`src/rtl/deser_pkg.sv`:
```
// Shared types and constants for the serial byte deserializer.
// ICMP_CSUM_EN enables the ICMP checksum outputs.
package deser_pkg;

  typedef enum logic {
    IDLE,
    RECV
  } state_t;

  localparam int CSUM_W = 16;
  localparam logic [CSUM_W-1:0] CSUM_GOOD = 16'hFFFF;

endpackage

```
`src/rtl/ones_comp_add16.sv`:
```
// 16-bit ones-complement adder: the carry out of bit 15
// wraps back into bit 0 (end-around carry).
module ones_comp_add16
  import deser_pkg::*;
(
  input  logic [CSUM_W-1:0] a,
  input  logic [CSUM_W-1:0] b,
  output logic [CSUM_W-1:0] sum
);

  logic [CSUM_W:0] raw;

  // Plain add, then fold the carry back in.
  always_comb begin
    raw = {1'b0, a} + {1'b0, b};
    sum = raw[CSUM_W-1:0] + {{(CSUM_W-1){1'b0}}, raw[CSUM_W]};
  end

endmodule

```
`src/rtl/serial_byte_deser.sv`:
```
// Serial-to-parallel deserializer with sof/eof framing and a one-entry output hold register.
// ICMP_CSUM_EN adds csum/csum_ok (ones-complement frame checksum, DATA_W must be 8).
module serial_byte_deser
  import deser_pkg::*;
#(
  parameter int DATA_W    = 8,
  parameter bit MSB_FIRST = 1'b1,
  parameter int CNT_W     = 16
) (
  input  logic              clk,
  input  logic              rst,
  input  logic              d,
  input  logic              d_valid,
  input  logic              sof,
  input  logic              eof,
  output logic [DATA_W-1:0] byte_out,
  output logic              byte_valid,
  input  logic              byte_ready,
  output logic              byte_last,
  output logic [CNT_W-1:0]  word_count,
  output logic              overflow,
  output logic              frame_err
`ifdef ICMP_CSUM_EN
  ,
  output logic [CSUM_W-1:0] csum,
  output logic              csum_ok
`endif
);

  localparam int BCW = (DATA_W > 1) ? $clog2(DATA_W) : 1;
  localparam logic [BCW-1:0] LAST_BIT = BCW'(DATA_W - 1);

  state_t             state;
  logic [DATA_W-1:0]  shreg;
  logic [BCW-1:0]     bitcnt;

  logic               take;
  logic               done;
  logic               can_load;
  logic               load;
  logic [BCW-1:0]     cnt_cur;
  logic [DATA_W-1:0]  sh_cur;
  logic [DATA_W-1:0]  sh_nxt;
  logic [CNT_W-1:0]   wc_cur;

  // A sof bit restarts the word: it is shifted in on top of an empty register.
  always_comb begin
    take     = d_valid & (sof | (state == RECV));
    cnt_cur  = sof ? '0 : bitcnt;
    sh_cur   = sof ? '0 : shreg;
    wc_cur   = sof ? '0 : word_count;
    if (MSB_FIRST) sh_nxt = {sh_cur[DATA_W-2:0], d};
    else           sh_nxt = {d, sh_cur[DATA_W-1:1]};
    done     = take & (cnt_cur == LAST_BIT);
    can_load = ~byte_valid | byte_ready;
    load     = done & can_load;
  end

  // Framing FSM, shifter, hold register and sticky status.
  always_ff @(posedge clk) begin
    if (rst) begin
      state      <= IDLE;
      shreg      <= '0;
      bitcnt     <= '0;
      byte_out   <= '0;
      byte_valid <= 1'b0;
      byte_last  <= 1'b0;
      word_count <= '0;
      overflow   <= 1'b0;
      frame_err  <= 1'b0;
    end else begin
      if (byte_valid & byte_ready) byte_valid <= 1'b0;
      if (take) begin
        state      <= eof ? IDLE : RECV;
        shreg      <= (done | eof) ? '0 : sh_nxt;
        bitcnt     <= (done | eof) ? '0 : cnt_cur + BCW'(1);
        word_count <= wc_cur;
        if (eof & ~done) frame_err <= 1'b1;
      end
      if (load) begin
        byte_out   <= sh_nxt;
        byte_valid <= 1'b1;
        byte_last  <= eof;
        if (~&wc_cur) word_count <= wc_cur + CNT_W'(1);
      end
      if (done & ~can_load) overflow <= 1'b1;
    end
  end

`ifdef ICMP_CSUM_EN
  logic [7:0]        hi_byte;
  logic              odd;
  logic [CSUM_W-1:0] acc;
  logic [CSUM_W-1:0] operand;
  logic [CSUM_W-1:0] acc_nxt;

  // Even words are the high half of a pair; a lone last word is padded.
  always_comb begin
    operand = odd ? {hi_byte, sh_nxt[7:0]} : {sh_nxt[7:0], 8'h00};
  end

  ones_comp_add16 u_add (
    .a   (acc),
    .b   (operand),
    .sum (acc_nxt)
  );

  // Accumulate loaded words; publish the result when the last word loads.
  always_ff @(posedge clk) begin
    if (rst) begin
      hi_byte <= '0;
      odd     <= 1'b0;
      acc     <= '0;
      csum    <= '0;
      csum_ok <= 1'b0;
    end else if (take & sof) begin
      odd     <= 1'b0;
      acc     <= '0;
      csum    <= '0;
      csum_ok <= 1'b0;
    end else if (load) begin
      odd     <= ~odd;
      hi_byte <= sh_nxt[7:0];
      if (odd | eof) acc <= acc_nxt;
      if (eof) begin
        csum    <= ~acc_nxt;
        csum_ok <= (acc_nxt == CSUM_GOOD);
      end
    end
  end
`endif

endmodule

```
`config.mk`:
```
export PLATFORM = sky130hd
export DESIGN_NAME = serial_byte_deser
export DESIGN_NICKNAME = d
export VERILOG_FILES = /design/src/rtl/deser_pkg.sv /design/src/rtl/ones_comp_add16.sv /design/src/rtl/serial_byte_deser.sv
export SDC_FILE = /design/constraint.sdc
export NUM_CORES = 1
export LEC_CHECK = 0
export BUFFER_PORTS_ARGS = -buffer_cell sky130_fd_sc_hd__buf_2
export CORE_MARGIN = 2
export CORE_UTILIZATION = 35
export CTS_CLUSTER_SIZE = 28
export DETAILED_ROUTE_END_ITERATION = 6
export PLACE_DENSITY = 0.61
export SETUP_SLACK_MARGIN = 0.2
export SLEW_MARGIN = 0
export SYNTH_ARGS = -nofsm -noshare
export SYNTH_HDL_FRONTEND = slang
export SYNTH_HIERARCHICAL = 1
export SYNTH_SLANG_ARGS = --single-unit
export TNS_END_PERCENT = 20
```
`constraint.sdc`:
```
create_clock -name clk -period 2.8 [get_ports clk]
set_clock_uncertainty 0.05 [all_clocks]
set_input_delay 0.56 -clock clk [delete_from_list [all_inputs] [get_ports clk]]
set_output_delay 0.56 -clock clk [all_outputs]
set_load 0.05 [all_outputs]
```
==> metrics.log <==
[metrics] outcome: finished, final reports clean
[metrics] met1 GRT Util: 0.211
[metrics] total number of nets in the final design: 263
[metrics] die outline area: 5890 µm²
[metrics] worst r2r path cells: 7
[metrics] final clock period utilization by the worst path: 0.811
[metrics] clock network latency to the later pin of the worst-skew pair: roughly 0.29 ns
[metrics] portion of synthesized cell area occupied by the leading cell type: 0.421
[metrics] total area of multi-input combinational cells: between 900 and 1000 µm²
[metrics] Top delay family on crit path: simple AND/OR/NAND/NOR gates
[metrics] total count of hold-check failures in the final report: 0
[metrics] sinks on the clock net: 39
[metrics] clock root buffer: clkbuf_8
[metrics] unrepaired setup endpoints after global routing: false
[metrics] wire length of the first global-routing pass: roughly 7 mm
[metrics] share of the core filled with cells: 0.426
[metrics] hold_buf cts: 0
[metrics] number of DRC markers after the initial detailed-route iteration: around 110
[metrics] post-synthesis cell type count: 50
[metrics] FF-to-FF setup slack: around 0.59 ns
[metrics] endpoint of the lowest-slack register-to-register path: word_count[4]$_SDFF_PP0_
[metrics] arrival time at the worst endpoint: around 2.4 ns
[metrics] RR Startpoint: word_count[0]$_SDFF_PP0_
[metrics] library cell with the largest summed area after synthesis: dfxtp_1
[metrics] RD Place Congestion: roughly 0.79
[metrics] number of rows in the core area: 26
[metrics] number of failing setup endpoints in the final timing report: 0
[metrics] fill cell count: 533
[metrics] number of remaining DRC errors: 0
[metrics] category of the most critical setup path: primary input to register
[metrics] number of antenna-violating nets in the routed design: 0
[metrics] Port Buffer Count: 34
[metrics] Clock H-tree levels: 2
[metrics] Fin Setup TNS: 0 ns
[metrics] Die Y: between 70 and 80 µm
[metrics] aggregate global-route resource usage: 0.150
[metrics] post-detailed-routing wire length: 4.26 mm
[metrics] count of vias placed by the detailed router: between 1500 and 2000
[metrics] TritonCTS clock tree: built
[metrics] Syn Inst Count: 220
[metrics] list of cells traversed by the critical path: buf_2 > and2b_1 > ha_1 > ha_1 > nand3_2 > or3_1 > or3_1 > a21oi_1
[metrics] met2 track demand over resource in global routing: 0.222
[metrics] portion of the post-synthesis area used by sequential elements: 0.421
[metrics] clock slew at the register clock pins of the worst setup and hold paths: 0.08 ns
[metrics] ratio of cells with drive above 1 in the final layout: 0.228
[metrics] upper clock frequency limit: between 400 and 500 MHz
[metrics] average instance area after synthesis: 8.42 µm²
[metrics] GR Layer Usage met3: 0.0306
[metrics] kind of end point of the critical path: register
[metrics] maximum VDD drop: ~0.00028 V
[metrics] total congestion overflow after global routing: 0
[metrics] Setup Fix Bufs, Post-CTS: 0
[metrics] vias in the first global route: 1457
[metrics] Max Transition Viols Final: 0
[metrics] number of diodes: 0
[metrics] number of warnings issued by yosys: 6
[metrics] largest fanout on the critical path: 12
[metrics] horizontal die dimension: 76.8 µm
[metrics] largest stage delay on the critical path: about 0.39 ns
[metrics] CP required: slightly below 3 ns
[metrics] number of gates resized after cts: 0
[metrics] shortest period the worst path allows: about 2.3 ns
[metrics] Max Cap Violations: 0
[metrics] number of cells on the worst hold path: 2
[metrics] initial core utilization: 0.363
[metrics] detail-routed via count per cell: 5.25
[metrics] leakage power: about 0.91 nW
[metrics] sort of element at the start of the critical path: primary input
[metrics] origin of the worst min-delay path: bitcnt[2]$_SDFFE_PP0N_
[metrics] hold crit path type: register to register
[metrics] buffers from clock root to sink, at most: 2
[metrics] antenna violations before repair: 0
[metrics] first-pass iteration count of the detailed router: 4
[metrics] highest-delay cell along the critical path: or3_1
[metrics] number of buffers created by CTS: 5
[metrics] Worst Max-Slew Pin Slew: 0.433 ns
[metrics] routed length per instance: ~13 µm
[metrics] crit path buf inv count: 1
[metrics] top-level port count: 35
[metrics] core area: slightly above 5000 µm²
[metrics] total power divided by cell area: between 400 and 500 nW/µm²
[metrics] post-DP HPWL: approximately 3 mm
[metrics] Area Overhead vs Synth: 17.4%
[metrics] largest net degree at the start of global routing: 39
[metrics] peak-usage layer in the global routing report: met2
[metrics] Slew Limit Headroom: 0.711
[metrics] register cell area after layout: 781 µm²
[metrics] Post-Syn Nets: 230
[metrics] terminating pin of the worst hold path: bitcnt[2]$_SDFFE_PP0N_
[metrics] Synth Register Bits: 39
[metrics] synth top area cells: dfxtp_1 (42%), a21oi_1 (5.4%), nor2_1 (4.9%)
[metrics] area of the mapped netlist: 1850 µm²
## area by class of cell
type / instances / share of cell area
inverter: 8 / 0.0138
clock buffer: 5 / 0.0316
multi-input combinational: 160 / 0.448
clock inverter: 3 / 0.0115
sequential: 39 / 0.359
tap: 70 / 0.0403
timing repair buffer: 39 / 0.0955
## worst max path at each step
stage / startpoint / end / slack (ns) / cells after the start
floorplan: sof / word_count[11]$_SDFF_PP0_ / 0.26 / 9
CTS: sof / word_count[7]$_SDFF_PP0_ / 0.53 / 8
global placement: sof / word_count[13]$_SDFF_PP0_ / 0.29 / 8
global route: sof / word_count[4]$_SDFF_PP0_ / 0.39 / 8
detailed placement: sof / word_count[7]$_SDFF_PP0_ / 0.22 / 8
finish: sof / word_count[13]$_SDFF_PP0_ / 0.53 / 8
## synth_stat cells, drive strengths merged
| cell type | n |
|---|---|
| a2111o | 1 |
| a2111oi | 2 |
| a211oi | 3 |
| a21oi | 20 |
| a22oi | 6 |
| a311o | 3 |
| a31o | 1 |
| a31oi | 3 |
| a41o | 1 |
| and2 | 2 |
| and2b | 2 |
| and3 | 14 |
| and3b | 1 |
| and4 | 1 |
| and4b | 1 |
| buf | 5 |
| clkbuf | 8 |
| dfxtp | 39 |
| ha | 3 |
| inv | 8 |
| nand2 | 22 |
| nand2b | 1 |
| nand3 | 9 |
| nand4 | 2 |
| nor2 | 24 |
| nor2b | 5 |
| nor3 | 7 |
| nor4 | 5 |
| o2111ai | 2 |
| o21a | 3 |
| o21ai | 4 |
| o221ai | 1 |
| o311ai | 2 |
| o31a | 1 |
| o31ai | 1 |
| or3 | 3 |
| or4 | 2 |
| xnor2 | 1 |
| xor2 | 1 |
## worst reg2reg max path: stages (launching register included)
cell,delay (ns)
dfxtp_1,0.36
nor2b_2,0.21
ha_1,0.27
and2b_1,0.23
nand4_4,0.14
o21a_1,0.34
a311o_1,0.39
o311ai_0,0.10
## sequential cells by signal, summed over array words and instances (netlist names)
register,cells
byte_valid,1
frame_err,1
shreg,7
word_count,16
bitcnt,3
overflow,1
byte_last,1
state,1
byte_out,8
## where the power goes
part           total (mW)  switching, mW  internal, mW
Combinational      0.0530         0.0381        0.0149
Clock               0.389          0.211         0.178
Sequential          0.559        0.00200         0.557
Total                1.00          0.251         0.750
## layout by cell type (no fill, tap or decap), drive strengths merged, types with 3 or more instances in the layout
cell / n
a211oi: 3
clkbuf: 5
nor4: 5
nor3: 7
o21ai: 4
nand2: 22
o21a: 3
inv: 8
buf: 39
a21oi: 20
nor2b: 5
and3: 14
nor2: 24
a311o: 3
a31oi: 3
a22oi: 6
nand3: 9
dfxtp: 39
or3: 3
ha: 3
## layer usage
layer,wire (µm),part of all wire
met1,2200,0.52
met2,1770,0.42
met3,215,0.050
met4,74,0.017
met5,0,0
## per-stage QoR
step                std cells  total power, mW  worst slack (ns)  hold slack [ns]  area [µm²]
finish                    324             1.00             0.529            0.399        2170
global route              324             1.06             0.386            0.437        2170
CTS                       324             1.02             0.531            0.401        2170
detailed placement        316            0.625             0.217            0.389        2080
global placement          316            0.625             0.290            0.388        2080
floorplan                 220            0.609             0.262            0.377        1850
## cells by family (layout without fill, tap and decap cells)
logic type      Yosys count  after routing  synth area share
buf+inv                  21             55            0.0527
fa+ha+maj                 3              3            0.0203
xor+xnor                  2              2           0.00945
flops                    39             39             0.421
simple gates            101            101             0.294
compound gates           54             54             0.202
No activity file was read; power rests on OpenSTA's default activity.
